$ cat src/rtl/flag_pkg.sv
// Shared definitions for the flag unit: opcodes, flag bit positions, update classes.
package flag_pkg;

    localparam logic [3:0] OP_ADD = 4'h0;
    localparam logic [3:0] OP_SUB = 4'h1;
    localparam logic [3:0] OP_XOR = 4'h2;
    localparam logic [3:0] OP_AND = 4'h3;
    localparam logic [3:0] OP_SLL = 4'h4;
    localparam logic [3:0] OP_SRA = 4'h5;
    localparam logic [3:0] OP_ROR = 4'h6;
    localparam logic [3:0] OP_LW  = 4'h7;
    localparam logic [3:0] OP_SW  = 4'h8;
    localparam logic [3:0] OP_BR  = 4'h9;
    localparam logic [3:0] OP_JMP = 4'hA;
    localparam logic [3:0] OP_NOP = 4'hE;
    localparam logic [3:0] OP_HLT = 4'hF;

    localparam int unsigned FLAG_Z = 2;
    localparam int unsigned FLAG_V = 1;
    localparam int unsigned FLAG_N = 0;

    typedef enum logic [1:0] {
        CLS_NONE = 2'b00,
        CLS_ZVN  = 2'b01,
        CLS_Z    = 2'b10
    } flag_cls_e;

endpackage

$ cat src/rtl/flag_class_decode.sv
// Maps an EX opcode to its flag update class (none, Z/V/N, or Z only).
module flag_class_decode
    import flag_pkg::*;
(
    input  logic [3:0] opcode,
    output flag_cls_e  cls
);

    always_comb begin
        cls = CLS_NONE;
        unique case (opcode)
            OP_ADD, OP_SUB:                 cls = CLS_ZVN;
            OP_XOR, OP_SLL, OP_SRA, OP_ROR: cls = CLS_Z;
            default:                        cls = CLS_NONE;
        endcase
    end

endmodule

$ cat src/rtl/flag_unit.sv
// Architectural Z/V/N flag register plus in-flight flag-writer tracking.
// Define FLAG_BYPASS_EN to forward same-cycle EX flags onto F and flags_ready.
module flag_unit
    import flag_pkg::*;
#(
    parameter int unsigned DW           = 16,
    parameter int unsigned MAX_INFLIGHT = 2
) (
    input  logic          clk,
    input  logic          rst,
    input  logic          stall,
    input  logic          flush,
    input  logic          id_advance,
    input  logic          id_sets_flags,
    input  logic          ex_valid,
    input  logic [3:0]    ex_opcode,
    input  logic [DW-1:0] alu_result,
    input  logic          alu_ovfl,
    output logic [2:0]    F,
    output logic          flags_ready,
    output logic          inflight_err
);

    localparam int unsigned CW = $clog2(MAX_INFLIGHT + 1);

    flag_cls_e     cls;
    logic [2:0]    f_q;
    logic [2:0]    f_new;
    logic [CW-1:0] cnt_q;
    logic [CW-1:0] cnt_d;
    logic          err_q;
    logic          err_d;
    logic          wr;
    logic          inc;
    logic          dec;

    flag_class_decode u_class_decode (
        .opcode (ex_opcode),
        .cls    (cls)
    );

    assign wr  = ex_valid & ~stall & ~flush & (cls != CLS_NONE);
    assign inc = id_advance & id_sets_flags & ~stall;
    // A flushed writer still leaves EX, so it retires its in-flight slot.
    assign dec = ex_valid & ~stall & (cls != CLS_NONE);

    always_comb begin
        f_new         = f_q;
        f_new[FLAG_Z] = (alu_result == '0);
        if (cls == CLS_ZVN) begin
            f_new[FLAG_V] = alu_ovfl;
            f_new[FLAG_N] = alu_result[DW-1];
        end
    end

    always_comb begin
        cnt_d = cnt_q;
        err_d = err_q;
        if (inc && !dec) begin
            if (cnt_q == CW'(MAX_INFLIGHT)) begin
                err_d = 1'b1;
            end else begin
                cnt_d = cnt_q + CW'(1);
            end
        end else if (dec && !inc) begin
            if (cnt_q == '0) begin
                err_d = 1'b1;
            end else begin
                cnt_d = cnt_q - CW'(1);
            end
        end
    end

    always_ff @(posedge clk) begin
        if (rst) begin
            f_q   <= 3'b000;
            cnt_q <= '0;
            err_q <= 1'b0;
        end else begin
            if (wr) begin
                f_q <= f_new;
            end
            cnt_q <= cnt_d;
            err_q <= err_d;
        end
    end

`ifdef FLAG_BYPASS_EN
    assign F           = wr ? f_new : f_q;
    assign flags_ready = (cnt_q == '0) | ((cnt_q == CW'(1)) & wr & dec);
`else
    assign F           = f_q;
    assign flags_ready = (cnt_q == '0);
`endif

    assign inflight_err = err_q;

endmodule

$ cat config.mk
export PLATFORM = sky130hd
export DESIGN_NAME = flag_unit
export DESIGN_NICKNAME = d
export VERILOG_FILES = /design/src/rtl/flag_pkg.sv /design/src/rtl/flag_class_decode.sv /design/src/rtl/flag_unit.sv
export SDC_FILE = /design/constraint.sdc
export NUM_CORES = 1
export LEC_CHECK = 0
export CORE_MARGIN = 2
export CORE_UTILIZATION = 28
export CTS_CLUSTER_SIZE = 24
export DETAILED_ROUTE_END_ITERATION = 6
export PLACE_DENSITY = 0.82
export SLEW_MARGIN = 20
export SYNTH_ARGS = -nofsm -noshare
export SYNTH_HDL_FRONTEND = slang
export SYNTH_SLANG_ARGS = --single-unit
$ cat constraint.sdc
create_clock -name clk -period 1.5 [get_ports clk]
set_clock_uncertainty 0.05 [all_clocks]
set_input_delay 0.225 -clock clk [delete_from_list [all_inputs] [get_ports clk]]
set_output_delay 0.225 -clock clk [all_outputs]
set_load 0.01 [all_outputs]
==> flow_summary.json, run 1 <==
{
  "multi_input_area_um2": 342,
  "synthCells": 52,
  "whs_ps": 388,
  "coreArea_um2": 1350,
  "fill_cells": 125,
  "synth_area_leader_cell": "dfxtp_1",
  "status": "completed",
  "top_layer": "met4",
  "vias": 537,
  "drive_gt1_frac": 0.266,
  "wl_met1_um": 502,
  "ctsLongestPathBuffers": 2,
  "route.met3.wl_um": 28,
  "grt_max_degree": 7,
  "io_buffers": 32,
  "via_per_inst": 4.93,
  "drtIter0Drc": 5,
  "dp_hpwl_mm": 1.16,
  "cts_buffers": 3,
  "cap_violations": 0,
  "period_share": 0.917,
  "yosysMostFrequentCell": "dfxtp_1",
  "area.sequential_um2": 120,
  "firstDrtPassIters": 2,
  "rsz0062_at_grt": "no",
  "synthesis.nets": 83,
  "arrival_ps": 1100,
  "wl_per_cell_um": 13.4,
  "slew_headroom": 0.836,
  "path_delay_family": "buffers and inverters",
  "period_needed_ps": 1380,
  "power_density_nw_per_um2": 512,
  "insertedDiodeCount": 0,
  "clock-sinks": 6,
  "cts_hold_buffers": 0,
  "crit_required_ps": 1220,
  "worst_slew_pin_slew_ps": 243,
  "die_w_um": 42.7,
  "synth_area_leaders": "dfxtp_1 (29%), ha_1 (9.0%), a21oi_1 (4.8%)",
  "grt_usage": 0.173,
  "num-nets-final": 127,
  "ys_warn_count": 0,
  "hold_depth": 4,
  "drt-total-wl_mm": 1.46,
  "ys_ff_latch": 6,
  "clk_pin_slew_ps": 50,
  "gp_congestion": 0.712,
  "placed_area_um2": 792,
  "worstReg2RegEnd": "cnt_q[1]$_SDFFE_PP0P_",
  "critPathKind": "reg2out",
  "yosysSeqAreaShare": 0.287,
  "synth_top_area_share": 0.287,
  "vdd_ir_drop_max_mv": 0.216,
  "yosys-top-cells-count": "dfxtp_1 (6), a21oi_1 (4), inv_1 (4), nor2_1 (4)",
  "fp.dieH_um": 42.7,
  "grt_pass1_vias": 538,
  "holdPathEnd": "F[2]$_SDFFE_PP0P_",
  "pin_count": 33,
  "overflow": 0,
  "hold_path_class": "in2reg",
  "syn_to_final_growth_pct": 113,
  "slew_viol_final": 0,
  "antenna_found_initial": 0,
  "cts_tree": "yes",
  "finalHoldViolCount": 0,
  "synthArstFlopShare": 0,
  "start_kind": "flop",
  "worst_setup_path_end_kind": "output pin",
  "final_area_um2": 895,
  "setup_viol": 0,
  "clock_latency_ps": 230,
  "r2r_start": "cnt_q[1]$_SDFFE_PP0P_",
  "crit_chain": "clkdlybuf4s50_1",
  "h-tree-depth": 1,
  "die-area_um2": 1820,
  "crit_path_top_delay_cell": "clkdlybuf4s50_1",
  "syn_area_per_cell_um2": 8.06,
  "initial_utilization": 0.310,
  "hp-start": "ex_opcode[0]",
  "synth_cell_types": 24,
  "synth_edf_count": 0,
  "grt_pass1_wl_mm": 2.33,
  "r2r_cells": 4,
  "synth-main-ff-cell": "dfxtp_1",
  "p_leak_nw": 0.381,
  "ctsRootBufferMaster": "clkbuf_4",
  "cp_num_buf_inv": 1,
  "fmax_mhz": 727,
  "ant_nets": 0,
  "route.met2.wl_um": 913,
  "reg2reg_slack_ps": 380,
  "cp_max_fo": 2,
  "drc": 0,
  "cp_slowest_stage_delay_ps": 540,
  "syn_area_um2": 419,
  "num_rows": 13
}
==> registers in the layout (all words and copies together) (netlist names) <==
register      flops
cnt_q             2
inflight_err      1
F                 3
==> cell type report <==
type	count	area share
clock buffer	3	0.0252
inverter	4	0.0196
multi-input combinational	41	0.382
sequential	6	0.134
tap	15	0.0210
timing repair buffer	40	0.418
==> per-layer routing <==
layer  GRT usage  up-vias
met4      0.0750        0
met2       0.355       10
li1            -      278
met5           0        -
met1       0.169      247
met3      0.0128        2
==> metrics by stage <==
step	std cells	total power, mW	utilization	TNS [ps]	setup WS, ps
finish	109	0.458	0.663	0	125
global route	109	0.486	0.663	0	58.3
CTS	108	0.460	0.652	-20.3	-20.3
detailed placement	104	0.302	0.587	-1320	-479
global placement	104	0.298	0.587	-1110	-411
floorplan	52	0.203	-	0	28.8
==> worst max path at each step <==
stage / from / to / slack, ps / cells past startpoint
CTS: id_advance / cnt_q[1]$_SDFFE_PP0P_ / -20 / 8
floorplan: stall / cnt_q[1]$_SDFFE_PP0P_ / 30 / 6
global route: stall / cnt_q[1]$_SDFFE_PP0P_ / 60 / 8
global placement: id_advance / cnt_q[1]$_SDFFE_PP0P_ / -410 / 8
detailed placement: id_advance / cnt_q[1]$_SDFFE_PP0P_ / -480 / 8
finish: F[0]$_SDFFE_PP0P_ / F[0] / 120 / 1
==> worst min-delay path: stages <==
cell	delay [ps]
dlymetal6s2s_1	120
a21oi_1	110
nand4_1	80
o21ai_0	80
==> cell families after synthesis <==
kind of cell,count (synthesis),share of synthesized area
DFF,6,0.287
and+or+nand+nor,22,0.307
adders and majority gates,3,0.0896
AOI/OAI and AO/OA,13,0.188
xor gates and xnor gates,2,0.0418
muxes,1,0.0239
buffers and inverters,5,0.0627
==> where the power goes <==
part | internal (mW) | total (mW) | switching [mW] | leakage [nW]
clock network | 0.0903 | 0.145 | 0.0551 | 0.0138
registers | 0.164 | 0.167 | 0.00263 | 0.0486
logic | 0.0964 | 0.146 | 0.0498 | 0.319
total | 0.351 | 0.458 | 0.108 | 0.381
==> cells in the final DEF (no fill, tap or decap), drive strengths merged <==
cell type and n:
mux2i 1, or3 1, a21oi 4, nand2 3
nand2b 1, inv 4, buf 8, a211oi 2
dlygate4sd2 1, nand3 3, nand4 1, clkdlybuf4s50 24
clkbuf 6, or2 1, nor3b 1, dlymetal6s2s 4
and4bb 1, or3b 1, o21ai 5, o211a 1
nor4 3, a211o 1, nor2 4, nor3 2
xnor2 2, ha 3, dfxtp 6
==> timing repair <==
item	CTS	global route
setup buffers	1	1
gates cloned	0	0
endpoints found under the setup margin	4	3
gates resized for setup	18	12
pin swaps	6	8
(Power assumes the default switching activity.)
==> inputs of run 2 (changes only) <==
--- a/config.mk
+++ b/config.mk
@@ -9,6 +9,7 @@
 export CORE_UTILIZATION = 28
 export CTS_CLUSTER_SIZE = 24
 export DETAILED_ROUTE_END_ITERATION = 6
+export HOLD_SLACK_MARGIN = 0.06
 export PLACE_DENSITY = 0.82
 export SLEW_MARGIN = 20
 export SYNTH_ARGS = -nofsm -noshare
==> results of run 2 <==
Final layout, timing and power as in run 1 (identical DEF).
==> inputs of run 3 (changes only) <==
--- a/config.mk
+++ b/config.mk
@@ -5,12 +5,13 @@
 export SDC_FILE = /design/constraint.sdc
 export NUM_CORES = 1
 export LEC_CHECK = 0
-export CORE_MARGIN = 2
-export CORE_UTILIZATION = 28
+export CORE_AREA = 2 2 39 41
 export CTS_CLUSTER_SIZE = 24
 export DETAILED_ROUTE_END_ITERATION = 6
+export DIE_AREA = 0 0 41 43
+export DONT_BUFFER_PORTS = 1
 export HOLD_SLACK_MARGIN = 0.06
-export PLACE_DENSITY = 0.82
+export PLACE_DENSITY = 0.57
 export SLEW_MARGIN = 20
 export SYNTH_ARGS = -nofsm -noshare
 export SYNTH_HDL_FRONTEND = slang
==> flow_summary.json, run 3 (synthesized netlist as in run 1, its figures left out) <==
{
  "syn_to_final_growth_pct": 13.4,
  "num_rows": 14,
  "dp_hpwl_um": 799,
  "grt_pass1_vias": 371,
  "wl_per_cell_um": 12.8,
  "seqPwrFrac": 0.475,
  "largest_reg_flops": 3,
  "layout_commonest_cell": "dfxtp_1",
  "overflow": 0,
  "pin_count": 33,
  "hp-start": "rst",
  "h-tree-depth": 1,
  "worst_slew_pin_slew_ps": 258,
  "period_share": 0.810,
  "antenna_found_initial": 0,
  "power_frac_comb": 0.114,
  "worst_setup_path_end_kind": "flop",
  "p_int_uw": 276,
  "vdd_ir_drop_max_mv": 0.344,
  "clock_latency_ps": 240,
  "r2r_start": "cnt_q[1]$_SDFFE_PP0P_",
  "finalHoldViolCount": 0,
  "ant_nets": 0,
  "rsz0062_at_grt": "no",
  "grt_pass1_wl_mm": 1.45,
  "drt-total-wl_um": 937,
  "grt_usage": 0.124,
  "ctsRootBufferMaster": "clkbuf_4",
  "crit_required_ps": 1570,
  "crit_start": "id_advance",
  "io_buffers": 0,
  "power_density_nw_per_um2": 752,
  "ctsResizeCount": 0,
  "gp_congestion": 0.661,
  "clock-sinks": 6,
  "hold_path_class": "in2reg",
  "post-cts-setup-buffer-count": 0,
  "setup_viol": 0,
  "via_per_inst": 5.58,
  "cts_tree": "yes",
  "drtIter0Drc": 0,
  "vias": 407,
  "initial_utilization": 0.303,
  "slew_viol_final": 0,
  "clkPwrFrac": 0.411,
  "tns_ps": 0,
  "p_sw_frac": 0.227,
  "firstDrtPassIters": 1,
  "p_sw_uw": 81.2,
  "power_uw": 357,
  "start_kind": "input pin",
  "status": "completed",
  "arrival_ps": 1290,
  "p_leak_nw": 0.186,
  "die-area_um2": 1760,
  "ctsLongestPathBuffers": 2,
  "grt_max_degree": 7,
  "coreArea_um2": 1380,
  "clk_pin_slew_ps": 40,
  "num-nets-final": 90,
  "fp.dieH_um": 43,
  "cp_max_fo": 4,
  "period_needed_ps": 1220,
  "mostFrequentLayoutCells": "dfxtp_1 (6), inv_1 (4), nor2_1 (4), a21oi_1 (4)",
  "drc": 0,
  "cap_violations": 0,
  "slew_headroom": 0.826,
  "insertedDiodeCount": 0,
  "critPathKind": "in2reg",
  "die_w_um": 41,
  "cts_buffers": 3,
  "drive_gt1_frac": 0.123,
  "fmax_mhz": 823
}
## run 3: final timing paths
path                      endpoint  slack [ps]  cells past startpoint
min reg2reg      F[0]$_SDFFE_PP0P_         490                      2
max          cnt_q[1]$_SDFFE_PP0P_         280                      7
min          cnt_q[0]$_SDFFE_PP0P_          80                      2
max reg2reg  cnt_q[1]$_SDFFE_PP0P_         380                      3
## run 3: stage by stage
stage	area, µm²	setup slack (ps)	utilization	hold slack, ps	instances
after floorplan	419	28.8	-	244	52
after global placement	443	44.2	0.320	245	69
after detailed placement	443	13.0	0.320	251	69
after CTS	475	274	0.344	76.0	73
after global routing	475	175	0.344	81.2	73
final	475	285	0.344	84.9	73
## run 3: power groups by stage
stage               Combinational (mW)  Sequential (mW)  Clock (mW)
floorplan                       0.0328            0.170           0
global placement                0.0375            0.173           0
detailed placement              0.0380            0.173           0
CTS                             0.0418            0.170       0.153
global route                    0.0458            0.170       0.161
finish                          0.0408            0.170       0.147
## run 3: repair_timing
action,4_1_cts,5_1_grt
hold buffers,1,0
endpoints found under the setup margin,0,0
endpoints found under the hold margin,4,0
## run 3: layout make-up
| type | instances | area [µm²] |
|---|---|---|
| Tap cell | 16 | 20.0 |
| Fill cell | 151 | 908 |
| Inverter | 4 | 15.0 |
| Sequential cell | 6 | 120 |
| Clock buffer | 3 | 22.5 |
| Timing Repair Buffer | 3 | 25.0 |
| Multi-Input combinational cell | 41 | 273 |
## run 3: critical path, stage by stage
cell and delay [ps]:
nand2_1 30, or2_2 280, inv_1 80, ha_1 180, and4bb_1 220, a211oi_1 200
a211oi_1 70
## run 3: per-layer routing
layer | vias up | routed length [µm] | track usage | share of wire
li1 | 201 | - | - | -
met1 | 177 | 313 | 0.122 | 0.33
met2 | 29 | 461 | 0.203 | 0.49
met3 | 0 | 161 | 0.0942 | 0.17
met4 | 0 | 0 | 0.0200 | 0
met5 | - | 0 | 0 | 0
